$ cat config.mk
export PLATFORM = sky130hd
export DESIGN_NAME = freq_meter
export DESIGN_NICKNAME = d
export VERILOG_FILES = /design/src/rtl/freq_meter_pkg.sv /design/src/rtl/bcd_digit.sv /design/src/rtl/freq_meter.sv
export SDC_FILE = /design/constraint.sdc
export NUM_CORES = 1
export LEC_CHECK = 0
export CAP_MARGIN = 20
export CORE_MARGIN = 5
export CORE_UTILIZATION = 30
export DETAILED_ROUTE_END_ITERATION = 10
export DONT_BUFFER_PORTS = 1
export HOLD_SLACK_MARGIN = 0.05
export MAX_ROUTING_LAYER = met4
export PLACE_DENSITY = 0.4
export SLEW_MARGIN = 5
export SYNTH_ARGS = -nofsm -noshare
export SYNTH_HDL_FRONTEND = slang
export SYNTH_SLANG_ARGS = --single-unit
$ cat constraint.sdc
create_clock -name sysclk -period 4.1 [get_ports sysclk]
set_input_delay 0.82 -clock sysclk [delete_from_list [all_inputs] [get_ports sysclk]]
set_output_delay 0.82 -clock sysclk [all_outputs]
set_load 0.02 [all_outputs]
$ cat src/rtl/freq_meter_pkg.sv
// Shared constants, types and helpers for the frequency meter.
// Digit width, decade limit, default gate length and FSM states.
package freq_meter_pkg;

  localparam int BCD_W = 4;
  localparam logic [BCD_W-1:0] DIGIT_MAX = 4'd9;

  // One second at a 50 MHz system clock
  localparam int DEF_GATE_CYCLES = 50_000_000;

  typedef enum logic {
    RESET_ST,
    RUN
  } state_t;

  function automatic logic [BCD_W-1:0] bcd_inc(
    input logic [BCD_W-1:0] d
  );
    return (d == DIGIT_MAX) ? '0 : d + 4'd1;
  endfunction

endpackage

$ cat src/rtl/bcd_digit.sv
// One decade of the edge counter.
// Wraps 9 -> 0 with carry; holds when the whole count is saturated.
module bcd_digit
  import freq_meter_pkg::*;
(
  input  logic             sysclk,
  input  logic             reset,
  input  logic             inc,
  input  logic             clr,
  input  logic             sat,
  output logic [BCD_W-1:0] q,
  output logic             carry_out
);

  always_ff @(posedge sysclk) begin
    if (reset || clr) begin
      q <= '0;
    end else if (inc && !sat) begin
      q <= bcd_inc(q);
    end
  end

  assign carry_out = inc && (q == DIGIT_MAX);

endmodule

$ cat src/rtl/freq_meter.sv
// Gated rising-edge counter for an asynchronous input.
// Result is latched as BCD at every window close.
module freq_meter
  import freq_meter_pkg::*;
#(
  parameter int GATE_CYCLES = DEF_GATE_CYCLES,
  parameter int DIGITS      = 5,
  parameter int SYNC_STAGES = 2
) (
  input  logic                    sysclk,
  input  logic                    reset,
  input  logic                    sigin,
  input  logic                    hold,
  output logic [BCD_W*DIGITS-1:0] freq_bcd,
  output logic                    overflow,
  output logic                    valid,
  output logic                    gate_active
);

  localparam int GW = $clog2(GATE_CYCLES);
  localparam logic [GW-1:0] LAST = GW'(GATE_CYCLES - 1);

  state_t state;
  state_t state_nxt;

  logic [SYNC_STAGES-1:0] sync_q;
  logic                   edge_q;
  logic                   rise;

  logic [GW-1:0] gate_cnt;
  logic          run;
  logic          close;
  logic          inc;

  logic [BCD_W*DIGITS-1:0] count;
  logic [BCD_W*DIGITS-1:0] count_plus;
  logic [BCD_W*DIGITS-1:0] result;
  logic [DIGITS:0]         carry;
  logic [DIGITS-1:0]       is_nine;
  logic                    all_nine;
  logic                    ovf_flag;

  always_ff @(posedge sysclk) begin
    if (reset) begin
      state <= RESET_ST;
    end else begin
      state <= state_nxt;
    end
  end

  always_comb begin
    state_nxt = state;
    unique case (state)
      RESET_ST: state_nxt = RUN;
      RUN:      state_nxt = RUN;
      default:  state_nxt = RESET_ST;
    endcase
  end

  assign run         = (state == RUN);
  assign gate_active = run;

  always_ff @(posedge sysclk) begin
    if (reset) begin
      sync_q <= '0;
      edge_q <= 1'b0;
    end else begin
      sync_q <= {sync_q[SYNC_STAGES-2:0], sigin};
      edge_q <= sync_q[SYNC_STAGES-1];
    end
  end

  assign rise = sync_q[SYNC_STAGES-1] & ~edge_q;

  always_ff @(posedge sysclk) begin
    if (reset) begin
      gate_cnt <= '0;
    end else if (run) begin
      gate_cnt <= close ? '0 : gate_cnt + GW'(1);
    end
  end

  assign close = run && (gate_cnt == LAST);
  assign inc   = rise && run;

  assign carry[0] = inc;
  assign all_nine = &is_nine;

  for (genvar i = 0; i < DIGITS; i++) begin : g_dig
    bcd_digit u_dig (
      .sysclk    (sysclk),
      .reset     (reset),
      .inc       (carry[i]),
      .clr       (close),
      .sat       (all_nine),
      .q         (count[i*BCD_W +: BCD_W]),
      .carry_out (carry[i+1])
    );

    assign is_nine[i] = (count[i*BCD_W +: BCD_W] == DIGIT_MAX);

    assign count_plus[i*BCD_W +: BCD_W] = carry[i]
      ? bcd_inc(count[i*BCD_W +: BCD_W])
      : count[i*BCD_W +: BCD_W];
  end

  // A carry out of the top digit is exactly an edge arriving at all-9s
  assign result = carry[DIGITS] ? count : count_plus;

  always_ff @(posedge sysclk) begin
    if (reset || close) begin
      ovf_flag <= 1'b0;
    end else if (carry[DIGITS]) begin
      ovf_flag <= 1'b1;
    end
  end

  always_ff @(posedge sysclk) begin
    if (reset) begin
      freq_bcd <= '0;
      overflow <= 1'b0;
      valid    <= 1'b0;
    end else begin
      valid <= close && !hold;
      if (close && !hold) begin
        freq_bcd <= result;
        overflow <= ovf_flag | carry[DIGITS];
      end
    end
  end

endmodule
* Yosys cells after proc, flatten, opt, wreduce, memory -nomap -nowiden
Index checks and enable logic that the tools add are counted.
Cells by class: add/subtract/negate cells 6, equality and inequality tests 6, multiplexer cells 13, bitwise operators 3, reduce and logical (&&, ||, !) cells 17
Operator list (number):
- $mux W4 | 10
- $add A26 B1 Y26 const B | 1
- $eq A26 B26 Y1 const B | 1
- $mux W26 | 1
- $add A4 B1 Y4 const B | 5
- $eq A4 B4 Y1 const B | 5
- $mux W20 | 1
- $logic_and A1 B1 Y1 | 13
- $reduce_and A5 Y1 | 1
- $logic_not A1 Y1 | 2
- $and A1 B1 Y1 | 1
- $logic_or A1 B1 Y1 | 1
- $mux W1 | 1
- $not A1 Y1 | 1
- $or A1 B1 Y1 | 1
Word-level totals: register bits after elaboration 73, bits of input ports 4

* Longest topological paths before layout
depth in word-level cells 9, mapped depth 8

* Cells and area by module
From an unflattened synthesis, not the netlist that was laid out.
Unflattened totals: cells, all modules 438, area, all modules 3807.4 um2
Modules (own cells, without submodules):
- freq_meter | times used 1, cells each 328, area an instance 2806.4 um2, seq. area each 1061.0 um2
- bcd_digit | times used 5, cells each 22, area an instance 200.2 um2, seq. area each 80.1 um2

* Least setup slack after synthesis
OpenSTA, ideal clock, no wires.
path type reg-to-reg, start point register state, in the netlist gate_active, end point register g_dig[4].u_dig.q[3], library setup time 0.121 ns, arrival time 1.890 ns, slack 2.089 ns, stages on the path, launching flop included 9, buffers on the path 3, cell sequence dfxtp_1 buf_4 nand4_1 nand4bb_2 or3_1 clkbuf_1 nand2_2 buf_2 nor2_1
Between the ends: cells in the longest elaborated chain, start to end 6, elaborated cells on any way between the ends 8
Ends and longest elaborated chain:
- start: declaration | RTL line freq_meter.sv:23 | state_t state;
- start signal: assignment | RTL line freq_meter.sv:47 | state <= state_nxt;
- $logic_and A1 B1 Y1 | RTL line freq_meter.sv:84 | assign inc = rise && run;
- $logic_and A1 B1 Y1 (4 in a row) | RTL line bcd_digit.sv:23 | assign carry_out = inc && (q == DIGIT_MAX);
- $logic_and A1 B1 Y1 | RTL line bcd_digit.sv:18 | end else if (inc && !sat) begin
- end signal: assignment | RTL line bcd_digit.sv:19 | q <= bcd_inc(q);
- end: declaration | RTL line bcd_digit.sv:11 | output logic [BCD_W-1:0] q,
Several ways; a longest one is shown, not always the timed one. A chain may end at the register's enable or synchronous reset.

* Final worst setup path
start point register state, in the netlist gate_active, end point register g_dig[0].u_dig.q[2]
Between the ends: cells in the longest elaborated chain, start to end 2, elaborated cells on any way between the ends 4
Ends and longest elaborated chain (RTL line):
- $logic_and A1 B1 Y1 (on tied branches) | freq_meter.sv:84, freq_meter.sv:83
- $logic_and A1 B1 Y1 or $logic_or A1 B1 Y1 (tied branches) | bcd_digit.sv:18, bcd_digit.sv:16
- end signal: assignment | bcd_digit.sv:19
- end: declaration | bcd_digit.sv:11
Several ways; a longest one is shown, not always the timed one.

==> results.json <==
{
  "fin_ws_ns": 1.26,
  "cp_num_buf_inv": 0,
  "vias": 2409,
  "postSynthAreaPerCell_um2": 9.08,
  "synth_top_cell_by_area": "dfxtp_1",
  "min_period_over_period_pct": 69.2,
  "totalWireLength_mm": 7.47,
  "crit_type": "reg2reg",
  "startpoint": "gate_active",
  "gp_congestion": 0.755,
  "die_x_um": 113,
  "diodes": 0,
  "synth-main-ff-cell": "dfxtp_1",
  "rr_worst_depth": 5,
  "cts_made_buffers": 9,
  "r2r-end": "g_dig[0].u_dig.q[2]",
  "worstMarginPinSlew_ns": 0.987,
  "grt_pass1_wl_mm": 12.5,
  "synthesis.nets": 355,
  "hold_path_class": "reg2reg",
  "max_clock_freq_mhz": 353,
  "synth_edf_count": 0,
  "vias_per_cell": 4.93,
  "wl_per_cell_um": 15.3,
  "rsz0062_at_grt": "no",
  "tns_ns": 0,
  "synth_common_cells": "73 x dfxtp_1, 65 x nor2_1, 21 x xor2_1",
  "ant_nets": 0,
  "cap_violations": 0,
  "clk_latency_ns": 0.35,
  "critPathSlowestCell": "nand2_2",
  "clk_path_buf_depth": 2,
  "fin_skew_ns": 0.00737,
  "drt_iter0_markers": 116,
  "cp_data_arrival_time_ns": 3.03,
  "cts_max_level": 3,
  "post_cts_buffers": 0,
  "switching_share_pct": 21.8,
  "drv_slew": 0,
  "dp_hpwl_mm": 4.94,
  "start_util_pct": 30.8,
  "dr.pass1.iters": 4,
  "power.leakage_uw": 0.00118,
  "seq_area_frac_synth_pct": 46.0,
  "synth.cell_area_um2": 3180,
  "rrSetupSlack_ns": 1.26,
  "cts_sinks": 73,
  "yosysWarnings": 0,
  "final_nets": 355,
  "dp.cells": 475,
  "synth_cell_types": 47,
  "clkPwrFrac_pct": 40.5,
  "cp_data_required_time_ns": 4.29,
  "crit_fanout": 44,
  "cp-end-kind": "flop",
  "r2r-start": "gate_active",
  "setup_viol": 0,
  "synth_top_family_by_area": "simple AND/OR/NAND/NOR gates",
  "async_reset_ff_share_pct": 0,
  "grt_overflow_total": 0,
  "cp.depth": 5,
  "syn_inst": 350,
  "cts_tree": "built",
  "cts.repair.resized": 0,
  "crit_family": "simple AND/OR/NAND/NOR gates",
  "vdd_drop_max_uv": 166,
  "hold_violations": 0,
  "synthXorXnorAreaFrac_pct": 8.82,
  "slew_headroom_pct": 34.0,
  "ios": 27,
  "final_core_util_pct": 33.6,
  "yosysMostFrequentCell": "dfxtp_1",
  "portBuffers": 0,
  "antenna_found_initial": 0,
  "synth_seq_cells": 73,
  "synth.top_cell.area_share_pct": 46.0,
  "place_ws_ns": 1.25,
  "synth_compound_area_share_pct": 10.7,
  "critPathMaxStageDelay_ns": 0.76,
  "num_rows": 37,
  "clk_pin_slew_ns": 0.07,
  "root_buffer": "clkbuf_8",
  "fin_crit_ns": 2.84,
  "outcome": "completed",
  "die_y_um": 113,
  "seqPwrFrac_pct": 58.2,
  "startpoint_type": "flop",
  "core_um2": 10300,
  "finalNonFillerCells": 489,
  "grt_pass1_vias": 2393,
  "crit_end": "g_dig[0].u_dig.q[2]",
  "synth_adder_area_share_pct": 0.394,
  "pwr-share-comb_pct": 1.4,
  "drive_above_1_share_pct": 8.22,
  "synthMuxAreaShare_pct": 1.89,
  "die_area_um2": 12800,
  "yosys-top-cells-area": "dfxtp_1 46%, nor2_1 7.7%, xor2_1 5.8%",
  "hold_buffers": 0,
  "grt_max_degree": 45,
  "netSwitchingPower_uw": 269,
  "area_growth_pct": 9.05,
  "pwr_density_cell_nw_per_um2": 356,
  "drcViolationCount": 0,
  "groute.usage.overall_pct": 12.7,
  "crit_path_cell_trace": "nand4_1 -> nand4bb_2 -> or3_1 -> nand2_2 -> nor2_1",
  "internal-power_uw": 965,
  "synth-simple-area-share_pct": 28.9
}
## worst register-to-register path, cell delays in order (launching register included)
cell and delay, ns:
dfxtp_1 0.67, nand4_1 0.23, nand4bb_2 0.35, or3_1 0.52, nand2_2 0.76, nor2_1 0.14
## power groups by stage
stage / sequential, µW / clock (µW) / combinational [µW]
floorplan: 732 / 0 / 18.6
global placement: 734 / 0 / 17.3
finish: 718 / 499 / 16.7
global route: 718 / 560 / 18.7
detailed placement: 734 / 0 / 16.9
CTS: 718 / 529 / 17.1
## cells in the final DEF, fill, tap and decap left out, types with 4 or more instances in the layout
cell,n
dfxtp_1,73
nor2_1,65
xor2_1,21
nand2_1,18
nand3_1,16
a211oi_1,14
a21oi_1,13
nand4_1,12
xnor2_1,11
o21ai_0,11
clkbuf_8,11
inv_1,8
mux2i_1,6
and3_1,6
nor4bb_1,5
nor3_1,5
nor2b_1,5
and4_1,4
buf_4,4
## cells by family (layout without fill, tap and decap cells)
| logic type | count (synthesis) | in the layout |
|---|---|---|
| multiplexers | 6 | 6 |
| flip-flops | 73 | 73 |
| AO/OA/AOI/OAI | 52 | 52 |
| XOR/XNOR | 32 | 32 |
| buffers and inverters | 23 | 26 |
| AND/OR/NAND/NOR | 163 | 163 |
| adder cells (fa/ha/maj) | 1 | 1 |
## layout make-up
| cell class | count | area [µm²] |
|---|---|---|
| Timing Repair Buffer | 4 | 30.0 |
| Tap cell | 136 | 170 |
| Multi-Input combinational cell | 254 | 1610 |
| Inverter | 8 | 30.0 |
| Fill cell | 1089 | 6860 |
| Clock buffer | 14 | 163 |
| Sequential cell | 73 | 1460 |
## metal layers
layer	wire (µm)	part of all wire (%)	vias up	global-route usage, %
li1	-	-	1235	-
met1	3710	50	1120	16.2
met2	3270	44	43	18.9
met3	376	5.0	11	4.55
met4	119	1.6	0	4.09
met5	0	0	-	-
## metrics by stage
stage	total power, µW	hold WS (ns)	area (µm²)
after floorplan	751	0.414	3180
after global placement	752	0.422	3300
after detailed placement	751	0.435	3300
after CTS	1260	0.447	3470
after global routing	1300	0.465	3470
final	1230	0.447	3470
## registers in the layout (all words and copies together) (netlist names)
register / flops
g_dig.u_dig.q: 20
edge_q: 1
gate_cnt: 26
gate_active: 1
sync_q: 2
valid: 1
overflow: 1
ovf_flag: 1
freq_bcd: 20
## worst min-delay path by stage
| stage | slack (ns) | start | endpoint | cells past startpoint |
|---|---|---|---|---|
| final | 0.45 | sync_q[0] | sync_q[1] | 1 |
| after global placement | 0.42 | sync_q[0] | sync_q[1] | 1 |
| after detailed placement | 0.43 | sync_q[0] | sync_q[1] | 1 |
| after CTS | 0.45 | sync_q[0] | sync_q[1] | 1 |
| after floorplan | 0.41 | sync_q[0] | sync_q[1] | 1 |
| after global routing | 0.47 | sync_q[0] | sync_q[1] | 1 |
Note: power is estimated with default switching activity, not from simulation.
